`config.mk`:
```
export PLATFORM = sky130hd
export DESIGN_NAME = csr_access_unit
export DESIGN_NICKNAME = d
export VERILOG_FILES = /design/src/rtl/csr_pkg.sv /design/src/rtl/csr_rmw_alu.sv /design/src/rtl/csr_access_unit.sv
export SDC_FILE = /design/constraint.sdc
export NUM_CORES = 1
export LEC_CHECK = 0
export CORE_ASPECT_RATIO = 1.5
export CORE_MARGIN = 2
export CORE_UTILIZATION = 38
export CTS_CLUSTER_SIZE = 16
export DETAILED_ROUTE_END_ITERATION = 8
export GPL_TIMING_DRIVEN = 0
export HOLD_SLACK_MARGIN = 0.1
export PLACE_DENSITY = 0.77
export SYNTH_ARGS = -nofsm -noshare
export SYNTH_HDL_FRONTEND = slang
export SYNTH_SLANG_ARGS = --single-unit
```
`constraint.sdc`:
```
create_clock -name clk_i -period 1.6 [get_ports clk_i]
set_input_delay 0.4 -clock clk_i [delete_from_list [all_inputs] [get_ports clk_i]]
set_output_delay 0.4 -clock clk_i [all_outputs]
set_load 0.02 [all_outputs]
```
`src/rtl/csr_pkg.sv`:
```
// ----------------------------------------------------------------------------
// csr_pkg
// Shared types and constants for the CSR access path.
//   csr_write_func   : funct3[1:0] write operation (RW / RS / RC, 00 = none)
//   csr_input_sel    : funct3[2] operand select (register value or zimm)
//   csr_funct3_t     : {input_select, write_func}
//   csr_addr_t       : {access[11:10], priv[9:8], addr[7:0]}
//   csr_acc_state_t  : sequencing states of csr_access_unit
//   EXC_ILLEGAL_INSTR: mcause code for illegal-instruction
// Helper functions decode the read/write enables and the static checks.
// ----------------------------------------------------------------------------
package csr_pkg;

    localparam int CSR_XLEN          = 32;
    localparam int EXC_ILLEGAL_INSTR = 2;

    // Top two address bits equal to 11 mark a read-only CSR.
    localparam logic [1:0] CSR_ACCESS_RO = 2'b11;

    typedef enum logic [1:0] {
        CSR_WF_NONE = 2'b00,
        CSR_WF_RW   = 2'b01,
        CSR_WF_RS   = 2'b10,
        CSR_WF_RC   = 2'b11
    } csr_write_func;

    typedef enum logic {
        CSR_SEL_REG = 1'b0,
        CSR_SEL_IMM = 1'b1
    } csr_input_sel;

    typedef struct packed {
        csr_input_sel  input_select;
        csr_write_func write_func;
    } csr_funct3_t;

    typedef struct packed {
        logic [1:0] access;
        logic [1:0] priv;
        logic [7:0] addr;
    } csr_addr_t;

    typedef enum logic [1:0] {
        IDLE  = 2'b00,
        READ  = 2'b01,
        WRITE = 2'b10,
        RESP  = 2'b11
    } csr_acc_state_t;

    // CSRRW with rd==x0 must not read (no side effects of the read);
    // set/clear always read.
    function automatic logic csr_read_enable(input csr_write_func func,
                                             input logic [4:0]    rd_idx);
        return (func == CSR_WF_RW) ? (rd_idx != 5'd0) : 1'b1;
    endfunction

    // Set/clear with rs1==x0 (or zimm==0) are pure reads.
    function automatic logic csr_write_enable(input csr_write_func func,
                                              input logic [4:0]    rs1_idx);
        return (func == CSR_WF_RW) ? 1'b1 : (rs1_idx != 5'd0);
    endfunction

    // Checks that need nothing from the CSR file and can be decided at accept.
    function automatic logic csr_static_illegal(input csr_write_func func,
                                                input logic          write_en,
                                                input logic [1:0]    access,
                                                input logic [1:0]    csr_priv,
                                                input logic [1:0]    hart_priv);
        return (func == CSR_WF_NONE)
            || (hart_priv < csr_priv)
            || ((access == CSR_ACCESS_RO) && write_en);
    endfunction

endpackage

```
`src/rtl/csr_rmw_alu.sv`:
```
// ----------------------------------------------------------------------------
// csr_rmw_alu
// Combinational read-modify-write: computes the new CSR value.
//   write_func_i : RW / RS / RC
//   old_i        : value read from the CSR file (unused for RW)
//   operand_i    : rs1 value or zero-extended zimm
//   new_o        : value to write back
// ----------------------------------------------------------------------------
module csr_rmw_alu
    import csr_pkg::*;
#(
    parameter int XLEN = CSR_XLEN
) (
    input  csr_write_func    write_func_i,
    input  logic [XLEN-1:0]  old_i,
    input  logic [XLEN-1:0]  operand_i,
    output logic [XLEN-1:0]  new_o
);

    always_comb begin
        new_o = '0;
        unique case (write_func_i)
            CSR_WF_RW: new_o = operand_i;
            CSR_WF_RS: new_o = old_i | operand_i;
            CSR_WF_RC: new_o = old_i & ~operand_i;
            default:   new_o = '0;
        endcase
    end

endmodule

```
`src/rtl/csr_access_unit.sv`:
```
// ----------------------------------------------------------------------------
// csr_access_unit
// Sequences one decoded CSRRW/RS/RC[I] instruction at a time between decode
// and the CSR register file: static legality checks, CSR read, CSR write,
// then a result (old value) or illegal-instruction exception to writeback.
//
// Ports
//   clk_i, rst_ni        : clock, asynchronous active-low reset
//   in_*                 : decoded instruction from decode (valid/ready)
//   csr_addr_o           : CSR file address, stable from READ through WRITE
//   csr_rd_en_o          : 1-cycle read strobe (READ state)
//   csr_rdata_i          : read data, same cycle as csr_rd_en_o
//   csr_rd_illegal_i     : address unimplemented, sampled with csr_rd_en_o
//   csr_wr_en_o          : 1-cycle write strobe (WRITE state)
//   csr_wdata_o          : new CSR value
//   wb_*                 : result to writeback (valid/ready)
//   instr_retired_o      : 1-cycle pulse after a non-exception wb handshake
//   dbg_state_o          : current sequencing state
//
// Handshakes (both in_* and wb_*): a transfer happens on a rising clock edge
// where valid and ready are both high. A producer holding valid keeps its
// payload stable until that edge; ready may be high without valid.
//
// All strobes and wb_* outputs decode registered state only; in_ready_o is
// the single output with no register stage beyond state_q.
// ----------------------------------------------------------------------------
module csr_access_unit
    import csr_pkg::*;
#(
    parameter int XLEN        = CSR_XLEN,
    parameter int EXC_ILLEGAL = EXC_ILLEGAL_INSTR
) (
    input  logic              clk_i,
    input  logic              rst_ni,

    input  logic              in_valid_i,
    output logic              in_ready_o,
    input  logic [2:0]        in_funct3_i,
    input  logic [11:0]       in_csr_addr_i,
    input  logic [4:0]        in_rs1_idx_i,
    input  logic [XLEN-1:0]   in_rs1_value_i,
    input  logic [4:0]        in_rd_idx_i,
    input  logic [1:0]        in_priv_mode_i,

    output logic [11:0]       csr_addr_o,
    output logic              csr_rd_en_o,
    input  logic [XLEN-1:0]   csr_rdata_i,
    input  logic              csr_rd_illegal_i,
    output logic              csr_wr_en_o,
    output logic [XLEN-1:0]   csr_wdata_o,

    output logic              wb_valid_o,
    input  logic              wb_ready_i,
    output logic [4:0]        wb_rd_idx_o,
    output logic [XLEN-1:0]   wb_data_o,
    output logic              wb_exc_o,
    output logic [XLEN-1:0]   wb_exc_cause_o,
    output logic              instr_retired_o,

    output csr_acc_state_t    dbg_state_o
);

    // ------------------------------------------------------------------
    // Decode of the presented instruction (only used on accept)
    // ------------------------------------------------------------------
    csr_funct3_t       in_f3;
    csr_addr_t         in_addr;
    logic [XLEN-1:0]   in_operand;
    logic              in_re;
    logic              in_we;
    logic              in_illegal;

    assign in_f3   = in_funct3_i;
    assign in_addr = in_csr_addr_i;

    assign in_operand = (in_f3.input_select == CSR_SEL_IMM)
                      ? {{(XLEN-5){1'b0}}, in_rs1_idx_i}
                      : in_rs1_value_i;

    assign in_re      = csr_read_enable(in_f3.write_func, in_rd_idx_i);
    assign in_we      = csr_write_enable(in_f3.write_func, in_rs1_idx_i);
    assign in_illegal = csr_static_illegal(in_f3.write_func, in_we,
                                           in_addr.access, in_addr.priv,
                                           in_priv_mode_i);

    // ------------------------------------------------------------------
    // State and latched instruction
    // ------------------------------------------------------------------
    csr_acc_state_t    state_q,   state_d;
    csr_write_func     func_q,    func_d;
    logic [XLEN-1:0]   operand_q, operand_d;
    csr_addr_t         addr_q,    addr_d;
    logic [4:0]        rd_q,      rd_d;
    logic              re_q,      re_d;
    logic              we_q,      we_d;
    logic [XLEN-1:0]   old_q,     old_d;
    logic              exc_q,     exc_d;
    logic              retired_q, retired_d;

    logic [XLEN-1:0]   new_value;

    always_ff @(posedge clk_i or negedge rst_ni) begin
        if (!rst_ni) begin
            state_q   <= IDLE;
            func_q    <= CSR_WF_NONE;
            operand_q <= '0;
            addr_q    <= '0;
            rd_q      <= '0;
            re_q      <= 1'b0;
            we_q      <= 1'b0;
            old_q     <= '0;
            exc_q     <= 1'b0;
            retired_q <= 1'b0;
        end else begin
            state_q   <= state_d;
            func_q    <= func_d;
            operand_q <= operand_d;
            addr_q    <= addr_d;
            rd_q      <= rd_d;
            re_q      <= re_d;
            we_q      <= we_d;
            old_q     <= old_d;
            exc_q     <= exc_d;
            retired_q <= retired_d;
        end
    end

    always_comb begin
        state_d   = state_q;
        func_d    = func_q;
        operand_d = operand_q;
        addr_d    = addr_q;
        rd_d      = rd_q;
        re_d      = re_q;
        we_d      = we_q;
        old_d     = old_q;
        exc_d     = exc_q;
        retired_d = 1'b0;

        unique case (state_q)
            IDLE: begin
                if (in_valid_i) begin
                    func_d    = in_f3.write_func;
                    operand_d = in_operand;
                    addr_d    = in_addr;
                    rd_d      = in_rd_idx_i;
                    re_d      = in_re;
                    we_d      = in_we;
                    old_d     = '0;
                    exc_d     = in_illegal;
                    if (in_illegal) begin
                        state_d = RESP;
                    end else if (in_re) begin
                        state_d = READ;
                    end else begin
                        state_d = WRITE;
                    end
                end
            end
            READ: begin
                old_d = csr_rdata_i;
                // An unimplemented address aborts before any write is issued.
                if (csr_rd_illegal_i) begin
                    exc_d   = 1'b1;
                    state_d = RESP;
                end else if (we_q) begin
                    state_d = WRITE;
                end else begin
                    state_d = RESP;
                end
            end
            WRITE: begin
                state_d = RESP;
            end
            RESP: begin
                if (wb_ready_i) begin
                    state_d   = IDLE;
                    retired_d = !exc_q;
                end
            end
            default: begin
                state_d = IDLE;
            end
        endcase
    end

    csr_rmw_alu #(
        .XLEN (XLEN)
    ) u_rmw_alu (
        .write_func_i (func_q),
        .old_i        (old_q),
        .operand_i    (operand_q),
        .new_o        (new_value)
    );

    // ------------------------------------------------------------------
    // Outputs, all decoded from registered state
    // ------------------------------------------------------------------
    assign in_ready_o      = (state_q == IDLE);

    assign csr_addr_o      = addr_q;
    assign csr_rd_en_o     = (state_q == READ);
    assign csr_wr_en_o     = (state_q == WRITE);
    assign csr_wdata_o     = (state_q == WRITE) ? new_value : '0;

    assign wb_valid_o      = (state_q == RESP);
    assign wb_exc_o        = (state_q == RESP) && exc_q;
    assign wb_rd_idx_o     = ((state_q == RESP) && !exc_q) ? rd_q : 5'd0;
    // Old value is only reported when the CSR was actually read.
    assign wb_data_o       = ((state_q == RESP) && !exc_q && re_q) ? old_q : '0;
    assign wb_exc_cause_o  = wb_exc_o ? XLEN'(EXC_ILLEGAL) : '0;
    assign instr_retired_o = retired_q;

    assign dbg_state_o     = state_q;

endmodule
```
Word level (Yosys, flattened, before mapping):

Cells that the tools add are included.

* flip-flop bits (word level): 89
* latch bits: 0
* RAM bits: 0
* ROM bits: 0
* logic and storage cells: 65
* memories kept: 0

* add/subtract/negate cells: 0
* $mul: 0
* div/mod/pow operators: 0
* magnitude comparators: 1
* equal/unequal tests: 11
* shift-type cells: 0
* mux-type cells: 22
* bitwise operators: 3
* reduce and logical (&&, ||, !) cells: 16

Operators by type and width (number)
* $mux W32: 4
* $pmux W32 S3: 1
* $pmux W32 S2: 1
* $and A32 B32 Y32: 1
* $not A32 Y32: 1
* $or A32 B32 Y32: 1
* $eq A2 B2 Y1 const B: 5
* $mux W2: 5
* $reduce_bool A5 Y1: 2
* $mux W1: 8
* $pmux W2 S4: 1
* $eq A2 B1 Y1 const B: 3
* $reduce_and A2 Y1: 3
* $mux W5: 1
* $logic_and A1 B1 Y1: 4
* $logic_not A2 Y1: 2
* $ne A2 B1 Y1 const B: 2
* $reduce_and A3 Y1: 1
* $logic_or A1 B1 Y1: 2
* $lt A2 B2 Y1: 1
* $ne A2 B2 Y1 const B: 1
* $pmux W1 S2: 1
* $reduce_bool A2 Y1: 1
* $logic_not A1 Y1: 1

Logic depth before layout (Yosys ltp):

* depth after elaboration: 7
* gate-level depth with buffers: 7

Modules after synthesis:

A second synthesis with hierarchy kept.

* cells, all modules: 521
* area, all modules: 5139.9 um^2

Modules (own cells, without submodules)
* csr_access_unit: instances 1, cells an instance 412, area each 4329.2 um^2, seq. area each 2227.1 um^2
* csr_rmw_alu: instances 1, cells an instance 109, area each 810.8 um^2, seq. area each 0.0 um^2

Least setup slack after synthesis:

No wires, ideal clock.

* path type: register to output
* from: reg state_q[1] (netlist: dbg_state_o[1])
* to: out wb_data_o[17]
* data arrival time: 1.773 ns
* required time: 1.200 ns
* setup slack: -0.573 ns
* stages on the path, launching flop included: 6
* buffers on the path: 2
* cell sequence: dfrtp_1 -> ha_1 -> nor2b_1 -> clkbuf_1 -> clkbuf_1 -> and3_1

* cells in the longest elaborated chain, start to end: 4

Ends and longest elaborated chain
* start: declaration: line csr_access_unit.sv:89 `csr_acc_state_t state_q, state_d;`
* start signal: assignment: line csr_access_unit.sv:115 `state_q <= state_d;`
* $eq A2 B2 Y1
* named net wb_valid_o: line csr_access_unit.sv:52 `output logic wb_valid_o,`
* $logic_and A1 B1 Y1 (2 in series): line csr_access_unit.sv:210 `assign wb_data_o = ((state_q == RESP) && !exc_q && re_q) ? old_q : '0;`
* $mux W32: line csr_access_unit.sv:210
* end: declaration: line csr_access_unit.sv:55 `output logic [XLEN-1:0] wb_data_o,`

The timed path passes the listed nets, and every way through them passes these cells.

Final worst setup path:

* from: reg state_q[1] (netlist: dbg_state_o[1])
* to: out wb_data_o[20]

* cells in the longest elaborated chain, start to end: 4

Ends and longest elaborated chain (line)
* $eq A2 B2 Y1: csr_access_unit.sv:210
* $logic_and A1 B1 Y1 (2 in series): csr_access_unit.sv:210
* $mux W32: csr_access_unit.sv:210

No other way between the ends.

==> flow_summary.json <==
{
  "outcome": "complete, but fails checks",
  "violations": "negative setup slack",
  "ys_seq_area_frac": 0.4656,
  "clock_sinks": 89,
  "syn_inst": 518,
  "arrival_ns": 1.77,
  "critPathRequiredTime_ns": 1.20,
  "path_cells": "ha_4, nor2b_4, clkbuf_16, clkbuf_16, and3_4, buf_6",
  "dr.first_iter.drc_count": 179,
  "final_cell_mix": "buf_6, clkdlybuf4s50_1, dfrtp_1",
  "cts_tree": "done",
  "n_fill_cell": 850,
  "vias_per_cell": 5.098,
  "grt-ovfl-total": 0,
  "path_buf_inv": 3,
  "cp-start-kind": "flip-flop",
  "place_area_um2": 7189,
  "holdWs_ns": 0.4413,
  "power_density_nw_per_um2": 1829,
  "drc": 0,
  "clk_path_buf_depth": 2,
  "setup_viol_count_final": 163,
  "ys_seq_elements": 89,
  "synth.avg_cell_area_um2": 9.234,
  "grt_max_degree": 50,
  "cpPeakStageDelay_ns": 0.41,
  "final_common_cell": "buf_6",
  "num_antenna_cells": 0,
  "critPathMaxFanout": 7,
  "mappedNetlistArea_um2": 4783,
  "rsz0062_at_grt": "yes",
  "ir_drop_mv": 1.114,
  "ys.warnings.count": 0,
  "h-tree-depth": 3,
  "grt_pass1_wl_um": 24920,
  "portBuffers": 185,
  "dp_hpwl_um": 11680,
  "critical_path.slowest_cell": "dfrtp_2",
  "grt_pass1_vias": 4808,
  "core_area_um2": 12390,
  "cp_top_family": "buffers and inverters",
  "hold_viol": 0,
  "p_leak_nw": 4.294,
  "routedWlPerCell_um": 18.85,
  "finClkSkew_ns": 0.006873,
  "nNetsFinal": 902,
  "synth_top_area_frac": 0.4656,
  "grt_util_all_layers": 0.2407,
  "root_buffer": "clkbuf_16",
  "vias": 4904,
  "yosysTopAreaCell": "dfrtp_1",
  "min_period_ns": 2.174,
  "antenna_left": 0,
  "drt_first_pass_iters": 4,
  "dp.cells": 890,
  "tightest_slew_ns": 0.6479,
  "path_class": "flip-flop to output pin",
  "clkTransAtPathRegs_ns": 0.06,
  "die_y_um": 141.4,
  "cap_violations": 0,
  "design.die.area_um2": 13520,
  "place_congestion": 0.8202,
  "timing.fmax_ghz": 0.4600,
  "cp_common_cell": "clkbuf_16",
  "clock_latency_ns": 0.34,
  "area_growth_pct": 91.13,
  "dp_slack_ns": -0.8428,
  "finalCritPeriodShare": 1.359,
  "fp.dieW_um": 95.61,
  "p_total_mw": 16.73,
  "ioPinCount": 217,
  "post-route-cell-area_um2": 9143,
  "synth_area_leaders": "dfrtp_1, nand2_1, o21ai_0",
  "worst_setup_path_end_kind": "output pin",
  "drive_gt1_frac": 0.5149,
  "numCtsBuffers": 9,
  "num_rows": 50,
  "start_util": 0.3862,
  "slew_headroom": 0.5681,
  "final_max_slew_viol_count": 0,
  "min_path_type": "input pin to flip-flop",
  "ys_types": 32,
  "wl_um": 18130,
  "layout.cells.non_filler": 962,
  "worst_slack_ns": -0.5739,
  "antenna_found_initial": 0
}
-- final cells by class --
class,count,area (um^2),area share
multi-input combinational,386,2998,0.3279
timing repair buffer,245,2688,0.2940
sequential,89,2231,0.2440
buffer,64,660.6,0.07226
clock buffer,12,266.5,0.02915
tap,156,195.2,0.02135
clock inverter,4,73.82,0.008074
inverter,6,30.03,0.003285
-- worst reg2reg max path, stage by stage (launching register included) --
cell and delay, ns:
dfrtp_2 0.44, buf_6 0.15, inv_6 0.06, buf_6 0.09
ha_4 0.18, buf_12 0.13, nand2_8 0.07, o21a_4 0.22
clkbuf_16 0.18, a22o_1 0.23
-- kinds of logic after synthesis --
group,share of synthesized area
flip-flops,0.4656
XOR/XNOR,0.001831
AND/OR/NAND/NOR,0.2265
other,0.0007840
adder cells (fa/ha/maj),0.01308
AO/OA/AOI/OAI,0.1457
buffers and inverters,0.08710
multiplexers,0.05938
-- report_power, final --
part	total (mW)	internal [mW]	switching [mW]
Clock	2.39	1.50	0.888
Sequential	4.30	3.27	1.03
Combinational	10.0	5.34	4.70
Total	16.7	10.1	6.62
-- final timing paths --
check	startpoint	endpoint	slack, ns	cells past startpoint
min	in_rd_idx_i[3]	rd_q[3]$_DFFE_PN0P_	0.44	2
min reg2reg	we_q$_DFFE_PN0P_	we_q$_DFFE_PN0P_	0.50	1
max	dbg_state_o[1]$_DFFE_PN0P_	wb_data_o[20]	-0.57	6
min in group asynchronous	rst_ni	old_q[23]$_DFFE_PN0P_	0.61	2
max reg2reg	dbg_state_o[0]$_DFFE_PN0P_	old_q[4]$_DFFE_PN0P_	-0.25	9
max in group asynchronous	rst_ni	dbg_state_o[1]$_DFFE_PN0P_	0.31	3
-- metal layers --
metal  vias up  track usage  share of wire
li1       2265            -              -
met1      2396       0.2594           0.36
met2       203       0.4472           0.55
met3        40      0.04036          0.057
met4         0       0.1075          0.032
met5         -            0              0
-- sequential cells by signal (all words and copies together), names as in the netlist --
name and flops:
old_q 32, csr_addr_o 12, we_q 1, rd_q 5, func_q 2, exc_q 1
re_q 1, dbg_state_o 2, instr_retired_o 1, operand_q 32
-- stage by stage --
step	setup TNS [ns]	utilization
floorplan	-7.804	-
global placement	-348.03	0.5790
finish	-51.27	0.7381
detailed placement	-80.97	0.5804
CTS	-36.77	0.6662
global route	-58.87	0.7381
-- synthesized netlist by cell type, drive strengths merged --
| library cell | instances |
|---|---|
| conb | 1 |
| nand3 | 1 |
| o21a | 1 |
| buf | 48 |
| a21oi | 2 |
| a21boi | 1 |
| nand2 | 98 |
| and3 | 32 |
| and2 | 39 |
| a22o | 32 |
| dfrtp | 89 |
| xor2 | 1 |
| a311oi | 1 |
| mux2i | 7 |
| a211oi | 2 |
| or4 | 1 |
| o21ba | 1 |
| a31oi | 2 |
| nor3 | 2 |
| ha | 5 |
| o21ai | 68 |
| inv | 6 |
| nor2 | 5 |
| nor2b | 4 |
| nand2b | 30 |
| mux2 | 19 |
| clkbuf | 20 |
-- timing repair --
action	in CTS	in global routing
hold buffers	1	0
setup buffers	20	22
resized for setup	619	208
endpoints found under the hold margin	3	0
setup endpoints to repair	178	165
cloned	8	10
pin swaps	50	67
No activity file was read; power rests on OpenSTA's default activity.
